--- src/rtl/link_stack_if.sv ---
// Handshake bundle between the PC/branch unit and the return-address stack.
// The PC side uses the master modport; the stack itself uses the slave modport.
interface link_stack_if #(
  parameter int WIDTH = 8,
  parameter int DEPTH = 4
);
  localparam int CW = $clog2(DEPTH + 1);

  logic             flush;
  logic             push_en;
  logic [WIDTH-1:0] push_data;
  logic             pop_en;
  logic             err_clr;
  logic [WIDTH-1:0] top_data;
  logic [CW-1:0]    count;
  logic             empty;
  logic             full;
  logic             ovf_err;
  logic             unf_err;

  modport master (
    output flush, push_en, push_data, pop_en, err_clr,
    input  top_data, count, empty, full, ovf_err, unf_err
  );

  modport slave (
    input  flush, push_en, push_data, pop_en, err_clr,
    output top_data, count, empty, full, ovf_err, unf_err
  );
endinterface

--- src/rtl/link_stack.sv ---
// Return-address stack: CALL pushes, RET pops, with sticky overflow/underflow flags.
// Define LINK_STACK_CIRCULAR_EN to overwrite the oldest entry on push-while-full.
module link_stack #(
  parameter int WIDTH = 8,
  parameter int DEPTH = 4
) (
  input  logic          clk,
  input  logic          rst,
  link_stack_if.slave   bus
);
  localparam int CW = $clog2(DEPTH + 1);
  localparam int PW = $clog2(DEPTH);

  logic [WIDTH-1:0] mem_q [DEPTH];
  logic [WIDTH-1:0] mem_d [DEPTH];
  logic [PW-1:0]    wr_q, wr_d;
  logic [CW-1:0]    cnt_q, cnt_d;
  logic             ovf_q, ovf_d;
  logic             unf_q, unf_d;
  logic [PW-1:0]    top_idx;
  logic             is_empty;
  logic             is_full;
`ifdef LINK_STACK_CIRCULAR_EN
  logic [PW-1:0]    bot_q, bot_d;
`endif

  // wr_q points at the next free slot; the top entry sits one below it.
  assign top_idx  = wr_q - PW'(1);
  assign is_empty = (cnt_q == '0);
  assign is_full  = (cnt_q == CW'(DEPTH));

  assign bus.count    = cnt_q;
  assign bus.empty    = is_empty;
  assign bus.full     = is_full;
  assign bus.ovf_err  = ovf_q;
  assign bus.unf_err  = unf_q;
  assign bus.top_data = is_empty ? '0 : mem_q[top_idx];

  always_comb begin
    mem_d = mem_q;
    wr_d  = wr_q;
    cnt_d = cnt_q;
    ovf_d = bus.err_clr ? 1'b0 : ovf_q;
    unf_d = bus.err_clr ? 1'b0 : unf_q;
`ifdef LINK_STACK_CIRCULAR_EN
    bot_d = bot_q;
`endif
    if (bus.flush) begin
      cnt_d = '0;
`ifdef LINK_STACK_CIRCULAR_EN
      bot_d = wr_q;
`endif
    end else if (bus.push_en && bus.pop_en) begin
      if (!is_empty) begin
        mem_d[top_idx] = bus.push_data;
      end else begin
        mem_d[wr_q] = bus.push_data;
        wr_d        = wr_q + PW'(1);
        cnt_d       = CW'(1);
        unf_d       = 1'b1;
      end
    end else if (bus.push_en) begin
      if (!is_full) begin
        mem_d[wr_q] = bus.push_data;
        wr_d        = wr_q + PW'(1);
        cnt_d       = cnt_q + CW'(1);
      end else begin
`ifdef LINK_STACK_CIRCULAR_EN
        // When full the free slot and the oldest entry coincide, so the oldest is overwritten.
        mem_d[bot_q] = bus.push_data;
        wr_d         = bot_q + PW'(1);
        bot_d        = bot_q + PW'(1);
`else
        ovf_d = 1'b1;
`endif
      end
    end else if (bus.pop_en) begin
      if (!is_empty) begin
        wr_d  = top_idx;
        cnt_d = cnt_q - CW'(1);
      end else begin
        unf_d = 1'b1;
      end
    end
  end

  always_ff @(posedge clk) begin
    if (rst) begin
      wr_q  <= '0;
      cnt_q <= '0;
      ovf_q <= 1'b0;
      unf_q <= 1'b0;
`ifdef LINK_STACK_CIRCULAR_EN
      bot_q <= '0;
`endif
    end else begin
      wr_q  <= wr_d;
      cnt_q <= cnt_d;
      ovf_q <= ovf_d;
      unf_q <= unf_d;
`ifdef LINK_STACK_CIRCULAR_EN
      bot_q <= bot_d;
`endif
    end
  end

  // Entry storage is deliberately left out of reset.
  always_ff @(posedge clk) begin
    mem_q <= mem_d;
  end
endmodule
--- src/flat_wrapper.sv ---
// flat-port wrapper written by rule: the top's interface ports become plain ports
module link_stack_flat 
#(
  parameter int WIDTH = 8,
  parameter int DEPTH = 4
)
  (clk, rst, bus_flush, bus_push_en, bus_push_data, bus_pop_en, bus_err_clr, bus_top_data, bus_count, bus_empty, bus_full, bus_ovf_err, bus_unf_err);
  link_stack_if #(.WIDTH(WIDTH), .DEPTH(DEPTH)) bus_i ();
  input  logic clk;
  input  logic rst;
  input wire logic [$bits(bus_i.flush)-1:0] bus_flush;
  input wire logic [$bits(bus_i.push_en)-1:0] bus_push_en;
  input wire logic [$bits(bus_i.push_data)-1:0] bus_push_data;
  input wire logic [$bits(bus_i.pop_en)-1:0] bus_pop_en;
  input wire logic [$bits(bus_i.err_clr)-1:0] bus_err_clr;
  output wire logic [$bits(bus_i.top_data)-1:0] bus_top_data;
  output wire logic [$bits(bus_i.count)-1:0] bus_count;
  output wire logic [$bits(bus_i.empty)-1:0] bus_empty;
  output wire logic [$bits(bus_i.full)-1:0] bus_full;
  output wire logic [$bits(bus_i.ovf_err)-1:0] bus_ovf_err;
  output wire logic [$bits(bus_i.unf_err)-1:0] bus_unf_err;
  assign bus_i.flush = bus_flush;
  assign bus_i.push_en = bus_push_en;
  assign bus_i.push_data = bus_push_data;
  assign bus_i.pop_en = bus_pop_en;
  assign bus_i.err_clr = bus_err_clr;
  assign bus_top_data = bus_i.top_data;
  assign bus_count = bus_i.count;
  assign bus_empty = bus_i.empty;
  assign bus_full = bus_i.full;
  assign bus_ovf_err = bus_i.ovf_err;
  assign bus_unf_err = bus_i.unf_err;
  link_stack #(.WIDTH(WIDTH), .DEPTH(DEPTH)) u_core (.clk(clk), .rst(rst), .bus(bus_i));
endmodule
--- config.mk ---
export PLATFORM = sky130hd
export DESIGN_NAME = link_stack_flat
export DESIGN_NICKNAME = d
export VERILOG_FILES = /design/src/rtl/link_stack_if.sv /design/src/rtl/link_stack.sv /design/src/flat_wrapper.sv
export SDC_FILE = /design/constraint.sdc
export NUM_CORES = 1
export LEC_CHECK = 0
export ABC_AREA = 1
export CAP_MARGIN = 30
export CORE_MARGIN = 2
export CORE_UTILIZATION = 57
export DETAILED_ROUTE_END_ITERATION = 10
export PLACE_DENSITY = 0.81
export SETUP_SLACK_MARGIN = 0.02
export SLEW_MARGIN = 10
export SYNTH_ARGS = -nofsm -noshare
export SYNTH_HDL_FRONTEND = slang
export SYNTH_SLANG_ARGS = --single-unit
--- constraint.sdc ---
create_clock -name clk -period 2.8 [get_ports clk]
set_input_delay 0.56 -clock clk [delete_from_list [all_inputs] [get_ports clk]]
set_output_delay 0.56 -clock clk [all_outputs]
set_load 0.005 [all_outputs]
Word level (Yosys, flattened, before mapping) --
Cells that the tools add are included.
Storage, ports and cells: output and inout port bits 15, word-level logic and storage cells 71, input port bits 14, flip-flop bits (word level) 39
Operators by class: bitwise logic cells 3, order comparisons 4, reductions and logical operators 10, multiplexer cells 37, add/subtract/negate cells 4, eq/ne operators 5
Operator list (count):
- two-way mux 32 bit | 4
- bitwise mux 32 bit | 2
- two-way mux 8 bit | 5
- demux 8 bit (select 2 bit) | 2
- two-way mux 3 bit | 6
- binary-select mux 8 bit (select 2 bit) | 1
- two-way mux 2 bit | 6
- two-way mux 1 bit | 11
- >= comparator 3 bit (second input constant) | 2
- less-than comparator 3 x 1 -> 1 bit (second input constant) | 2
- inverter 2 -> 3 bit | 2
- AND reduction 5 bit | 1
- != test 2 x 1 -> 1 bit (second input constant) | 2
- AND reduction 4 bit | 1
- adder 3 x 1 -> 3 bit (second input constant) | 1
- equality test 3 bit (second input constant) | 1
- logical AND 1 bit | 3
- zero test 3 bit | 1
- != test 3 x 2 -> 1 bit (second input constant) | 1
- != test 3 bit (second input constant) | 1
- AND reduction 3 bit | 1
- nonzero test 3 bit | 1
- subtractor 3 x 1 -> 3 bit (second input constant) | 1
- adder 2 x 1 -> 2 bit (second input constant) | 1
- 4 further kinds | 4

Longest topological paths before layout --
Gate-level depths: netlist of run 1.
word-level depth 9, mapped depth 10, depth with buffers taken out 10

Worst setup path before layout of run 1 --
OpenSTA, ideal clock, no wires.
path kind flip-flop to output port, start register u_core.wr_q[0], end output port bus_top_data[0], arrival time 1.690 ns, required time 2.240 ns, path buffers 3, path slack 0.550 ns, cell stages (with the launch flop) 10, cells stage by stage dfxtp_1 -> buf_2 -> inv_1 -> buf_6 -> ha_1 -> buf_2 -> inv_1 -> nor2_1 -> o21ai_0 -> a21oi_1
Between the ends: cells in the longest elaborated chain, start to end 6
Ends and longest elaborated chain:
- start: declaration | RTL line link_stack.sv:16 | logic [PW-1:0] wr_q, wr_d;
- start signal: assignment | RTL line link_stack.sv:97 | wr_q <= wr_d;
- subtractor 2 x 1 -> 2 bit | RTL line link_stack.sv:28 | assign top_idx = wr_q - PW'(1);
- named net u_core.top_idx[0] | RTL line link_stack.sv:20 | logic [PW-1:0] top_idx;
- inverter 2 -> 3 bit (implied by the code) | RTL line link_stack.sv:37 | assign bus.top_data = is_empty ? '0 : mem_q[top_idx];
- binary-select mux 8 bit (select 2 bit) | RTL line link_stack.sv:37
- two-way mux 8 bit (implied by the code) (2 in series) | RTL line link_stack.sv:37
- two-way mux 8 bit | RTL line link_stack.sv:37
- end: declaration | RTL line flat_wrapper.sv:16 | output wire logic [$bits(bus_i.top_data)-1:0] bus_top_data;
The timed path passes the listed nets, and every way through them passes these cells. The select of a mux whose other input is x is not followed.

Final worst setup path of run 1 --
start register u_core.wr_q[1], end output port bus_top_data[3]
Between the ends: cells in the longest elaborated chain, start to end 6
Ends and longest elaborated chain (RTL line):
- subtractor 2 x 1 -> 2 bit | link_stack.sv:28
- inverter 2 -> 3 bit (implied by the code) | link_stack.sv:37
- binary-select mux 8 bit (select 2 bit) | link_stack.sv:37
- two-way mux 8 bit (implied by the code) (2 in series) | link_stack.sv:37
- two-way mux 8 bit | link_stack.sv:37
Every way passes these cells. The select of a mux whose other input is x is not followed.

==> results.sh, run 1 <==
export IMPL_run_status="finished, final reports clean"
export IMPL_min_period_over_period=0.957
export IMPL_cts_clk_slew_worst_paths_ps=80
export IMPL_cts_sinks=39
export IMPL_clock_latency_ps=290
export IMPL_cap_violations=0
export IMPL_critPathRequiredTime_ps=2240
export IMPL_synth_distinct_cells=29
export IMPL_antenna_found_initial=0
export IMPL_layout_commonest_cell="nand2_1"
export IMPL_grt_pass1_wl_um=9350
export IMPL_cp_max_fo=9
export IMPL_dp_cells=377
export IMPL_synth_seq_cells=39
export IMPL_drt_pass1_iterations=4
export IMPL_dp_hpwl_um=4170
export IMPL_path_buf_inv=3
export IMPL_cts_hold_buf=0
export IMPL_first_global_vias=1961
export IMPL_skew_ps=6.43
export IMPL_final_antenna_net_count=0
export IMPL_whs_ps=472
export IMPL_p_leak_nw=1.39
export IMPL_crit_path_end_kind="primary output"
export IMPL_finalPower_mw=1.62
export IMPL_fin_setup_tns_ps=0
export IMPL_die_y_um=72.2
export IMPL_grt_usage=0.237
export IMPL_die_area_um2=5210
export IMPL_initial_core_util=0.600
export IMPL_root_buffer="clkbuf_8"
export IMPL_detailroute_via_count=2099
export IMPL_die_width_um=72.2
export IMPL_fin_util=0.691
export IMPL_worstPathCellList="inv_1 > ha_4 > buf_4 > nor2_1 > o21ai_0 > a21oi_1 > clkdlybuf4s50_1"
export IMPL_setup_viol=0
export IMPL_nets=355
export IMPL_synth_seq_area_share=0.416
export IMPL_wl_per_cell_um=14.7
export IMPL_worstPathArrival_ps=2120
export IMPL_worst_pin_slew_ps=431
export IMPL_drive_gt1_frac=0.189
export IMPL_port_buffers=28
export IMPL_layout_common_cells="52 x nand2_1, 51 x inv_1, 42 x nor2_1"
export IMPL_tritoncts="yes"
export IMPL_rows=24
export IMPL_drtIter0Drc=176
export IMPL_slowest_delay_ps=510
export IMPL_gp_congestion=0.833
export IMPL_peakVddDrop_v=0.000391
export IMPL_num_io_pins=29
export IMPL_route_detailed_drc=0
export IMPL_synth_avg_cell_area_um2=8.83
export IMPL_slew_headroom=0.712
export IMPL_worst_setup_path_start_kind="register"
export IMPL_period_minus_slack_ps=2680
export IMPL_wl_um=5640
export IMPL_grt_start_max_net_pins=22
export IMPL_cts_buffers=5
export IMPL_rsz0062_at_grt="yes"
export IMPL_fin_cells=385
export IMPL_vias_per_cell=5.45
export IMPL_worst_setup_path_type="reg -> out"
export IMPL_p_per_area_nw_per_um2=532
export IMPL_reg2reg_slack_ps=1210
export IMPL_overflow=0
export IMPL_coreArea_um2=4410
export IMPL_htreeDepth=2
export IMPL_yosys_warnings=0
export IMPL_cts_buffer_depth=2
export IMPL_syn_area_um2=2650
export IMPL_syn_inst=300
export IMPL_worst_path_max_delay_cell="clkdlybuf4s50_1"
export IMPL_hold_viol=0
export IMPL_fmaxAchievable_ghz=0.373
export IMPL_slew_viol_final=0
export IMPL_insertedDiodeCount=0
export IMPL_hold_class="reg -> reg"
export IMPL_synthToLayoutAreaGrowth_pct=15.1
export IMPL_cp_top_family="buffers and inverters"
export IMPL_synthesis_nets=323
==> metal layers <==
| metal | global-route usage | vias up | share of wire |
|---|---|---|---|
| met4 | 0.124 | 0 | 0.033 |
| met3 | 0.0528 | 15 | 0.060 |
| met5 | 0 | - | 0 |
| li1 | - | 1036 | - |
| met1 | 0.315 | 986 | 0.44 |
| met2 | 0.364 | 62 | 0.47 |
==> metrics by stage <==
step	setup WS [ps]	area, µm²
2_1_floorplan	550	2650
3_3_place_gp	406	2940
3_5_place_dp	307	2940
4_1_cts	47.1	3030
5_1_grt	-2.52	3050
6_report	121	3050
==> worst reg2reg max path, cell delays in order (launching register included) <==
cell	delay, ps
dfxtp_1	430
inv_1	110
fa_1	460
inv_1	70
nand2_1	60
nand2_1	80
nand2_1	50
nand2_1	70
nand3_1	60
nand2_1	70
nor2_1	40
==> final timing paths <==
check                      start                  end  depth (start not counted)
max               u_core.wr_q[1]      bus_top_data[3]                          7
min           u_core.bus.ovf_err   u_core.bus.ovf_err                          2
max reg2reg  u_core.bus.count[0]  u_core.bus.count[2]                         10
min reg2reg   u_core.bus.ovf_err   u_core.bus.ovf_err                          2
==> where the power goes <==
group / internal (mW) / switching [mW]
clock: 0.175 / 0.201
combinational: 0.216 / 0.298
sequential: 0.699 / 0.0330
total: 1.09 / 0.531
==> layout make-up <==
class / count / area, µm²
clock buffers: 7 / 76.3
clock inverters: 1 / 5.00
fillers: 365 / 1370
inverters: 65 / 262
multi-input cells: 186 / 1200
flip-flops and latches: 39 / 1100
well taps: 52 / 65.1
repair buffers: 35 / 340
==> synth_stat cells <==
| master | count | area (µm²) |
|---|---|---|
| nand2_1 | 52 | 195 |
| inv_1 | 51 | 191 |
| nor2_1 | 42 | 158 |
| edfxtp_1 | 32 | 961 |
| o211ai_2 | 22 | 275 |
| o21ai_0 | 16 | 80.1 |
| a21oi_1 | 11 | 55.1 |
| o211ai_1 | 11 | 82.6 |
| inv_2 | 9 | 33.8 |
| ha_1 | 8 | 100 |
| dfxtp_1 | 7 | 140 |
| buf_6 | 6 | 67.6 |
| nand2_4 | 6 | 67.6 |
| nand3_1 | 5 | 25.0 |
| buf_2 | 3 | 15.0 |
| nand4_1 | 3 | 18.8 |
| nor2_4 | 3 | 33.8 |
| inv_6 | 2 | 17.5 |
| buf_12 | 1 | 20.0 |
| clkinv_1 | 1 | 3.75 |
| clkinv_4 | 1 | 8.76 |
| fa_1 | 1 | 20.0 |
| inv_4 | 1 | 6.26 |
| nand2_8 | 1 | 20.0 |
| nand3_2 | 1 | 10.0 |
| nor2_8 | 1 | 20.0 |
| o31ai_1 | 1 | 7.51 |
| or2_2 | 1 | 6.26 |
| xor2_1 | 1 | 8.76 |
==> registers in the layout, summed over array words and instances (netlist names) <==
name and flops:
u_core.mem_q 32, u_core.wr_q 2, u_core.bus.ovf_err 1, u_core.bus.unf_err 1
u_core.bus.count 3
==> logic make-up (layout without fill, tap and decap cells) <==
family / count (synthesis) / after routing / synth area share
simple gates: 115 / 115 / 0.209
buf+inv: 75 / 108 / 0.137
compound gates: 61 / 61 / 0.189
flops: 39 / 39 / 0.416
fa+ha+maj: 9 / 9 / 0.0453
xor+xnor: 1 / 1 / 0.00331
==> repair_timing <==
| item | 4_1_cts | 5_1_grt |
|---|---|---|
| resized for setup | 1 | 5 |
| pin swaps | 0 | 1 |
| setup buffers | 0 | 0 |
| setup endpoints to repair | 7 | 8 |
Power figures use the tool's default switching activity.
==> run 2: changes to the inputs <==
--- a/config.mk
+++ b/config.mk
@@ -7,6 +7,7 @@
 export LEC_CHECK = 0
 export ABC_AREA = 1
 export CAP_MARGIN = 30
+export CORE_ASPECT_RATIO = 0.7
 export CORE_MARGIN = 2
 export CORE_UTILIZATION = 57
 export DETAILED_ROUTE_END_ITERATION = 10
==> results.sh, run 2 (synthesis gave the netlist of run 1 again) <==
export IMPL_worst_setup_path_type="reg -> out"
export IMPL_drt_pass1_iterations=5
export IMPL_met1_length_um=2990
export IMPL_skew_ps=8.68
export IMPL_pwr_share_seq=0.459
export IMPL_insertedDiodeCount=0
export IMPL_drtIter0Drc=177
export IMPL_routed_top_layer="met4"
export IMPL_num_io_pins=29
export IMPL_critPathRequiredTime_ps=2240
export IMPL_period_minus_slack_ps=2680
export IMPL_final_antenna_net_count=0
export IMPL_wl_um=5950
export IMPL_clkPwrFrac=0.225
export IMPL_die_y_um=61.0
export IMPL_die_width_um=85.5
export IMPL_fin_util=0.691
export IMPL_rows=20
export IMPL_cap_violations=0
export IMPL_min_period_over_period=0.956
export IMPL_layout_commonest_cell="nand2_1"
export IMPL_layout_common_cells="52 x nand2_1, 51 x inv_1, 42 x nor2_1"
export IMPL_cts_buffer_depth=2
export IMPL_grt_start_max_net_pins=22
export IMPL_route_detailed_drc=0
export IMPL_cts_sinks=39
export IMPL_slew_headroom=0.664
export IMPL_die_area_um2=5220
export IMPL_regMostFlops="u_core.mem_q"
export IMPL_detailroute_via_count=2099
export IMPL_root_buffer="clkbuf_8"
export IMPL_worst_setup_path_start_kind="register"
export IMPL_setup_viol=0
export IMPL_initial_core_util=0.601
export IMPL_cts_clk_slew_worst_paths_ps=80
export IMPL_dp_hpwl_um=4520
export IMPL_first_global_vias=1851
export IMPL_cp_max_fo=9
export IMPL_switching_power_mw=0.527
export IMPL_synthToLayoutAreaGrowth_pct=14.9
export IMPL_combinationalPowerShare=0.317
export IMPL_p_per_area_nw_per_um2=527
export IMPL_run_status="finished, final reports clean"
export IMPL_antenna_found_initial=0
export IMPL_worst_pin_slew_ps=502
export IMPL_coreArea_um2=4400
export IMPL_met3_length_um=444
export IMPL_vias_per_cell=5.42
export IMPL_hold_path_depth=2
export IMPL_htreeDepth=2
export IMPL_grt_usage=0.239
export IMPL_nets=355
export IMPL_grt_pass1_wl_um=9430
export IMPL_slew_viol_final=0
export IMPL_crit_path_end_kind="primary output"
export IMPL_cts_buffers=5
export IMPL_clock_latency_ps=290
export IMPL_peakVddDrop_v=0.000333
export IMPL_wl_met2_um=2500
export IMPL_switching_share=0.328
export IMPL_hold_viol=0
export IMPL_worstPathArrival_ps=2120
export IMPL_design_area_um2=3040
export IMPL_largest_reg_flops=32
export IMPL_rsz0062_at_grt="yes"
export IMPL_whs_ps=475
export IMPL_p_int_mw=1.08
export IMPL_p_leak_nw=1.43
export IMPL_tritoncts="yes"
export IMPL_drive_gt1_frac=0.187
export IMPL_placed_area_um2=2950
export IMPL_fin_cells=387
export IMPL_fin_setup_tns_ps=0
export IMPL_fmaxAchievable_ghz=0.374
export IMPL_reg2reg_depth=6
export IMPL_dp_cells=380
export IMPL_gp_congestion=0.907
export IMPL_hold_class="reg -> reg"
export IMPL_wl_per_cell_um=15.4
export IMPL_port_buffers=28
export IMPL_overflow=0
-- run 2: cell count changes in the layout (fill, tap and decap cells not counted) --
cell / delta
clkbuf_1: -2
dlymetal6s2s_1: +3
clkdlybuf4s50_1: -3
clkinv_1: +1
ha_4: -1
ha_1: +1
-- run 2: stage by stage --
step	total power, mW	worst slack (ps)
after global routing	1.70	14.6
after CTS	1.61	84.5
after floorplan	1.11	550
after global placement	1.24	415
after detailed placement	1.25	324
final	1.60	124
-- run 2: power by group through the flow --
stage          clock network [mW]  logic, mW  registers [mW]
2_1_floorplan                   0      0.377           0.736
3_3_place_gp                    0      0.492           0.744
3_5_place_dp                    0      0.509           0.746
4_1_cts                     0.366      0.511           0.734
5_1_grt                     0.397      0.563           0.739
6_report                    0.360      0.508           0.735
-- run 2: what timing repair did --
item,4_1_cts,5_1_grt
setup buffers,0,0
gates resized for setup,1,7
endpoints found under the setup margin,2,8
pin swaps,0,1
hold buffers,0,0
-- run 2: per-layer routing --
layer	up-vias	track usage
met5	-	0
met4	0	0.0544
met3	2	0.0456
met2	87	0.353
met1	973	0.369
li1	1037	-
-- run 2: layout make-up --
cell class / count / area [µm²]
fillers: 341 / 1360
multi-input cells: 186 / 1180
flip-flops and latches: 39 / 1100
repair buffers: 35 / 348
inverters: 65 / 262
clock buffers: 5 / 68.8
well taps: 55 / 68.8
clock inverters: 2 / 8.76
-- run 2: critical path, cell delays in order, from the launching register on --
cell	delay [ps]
dfxtp_4	380
inv_1	100
ha_1	310
buf_4	170
nor2_1	90
o21ai_0	80
a21oi_1	170
clkdlybuf4s50_1	530
-- run 2: path summary, 6_finish.rpt --
kind                                           from             endpoint  slack [ps]
worst max-delay path                 u_core.wr_q[1]      bus_top_data[3]         120
worst min-delay path             u_core.bus.ovf_err   u_core.bus.ovf_err         470
worst max register to register  u_core.bus.count[0]  u_core.bus.count[1]        1220
worst min register to register   u_core.bus.ovf_err   u_core.bus.ovf_err         470
==> run 3: changes to the inputs <==
--- a/config.mk
+++ b/config.mk
@@ -10,6 +10,7 @@
 export CORE_ASPECT_RATIO = 0.7
 export CORE_MARGIN = 2
 export CORE_UTILIZATION = 57
+export CTS_CLUSTER_SIZE = 12
 export DETAILED_ROUTE_END_ITERATION = 10
 export PLACE_DENSITY = 0.81
 export SETUP_SLACK_MARGIN = 0.02
==> results of run 3 <==
No change in the layout: final DEF, timing and power equal those of run 2.
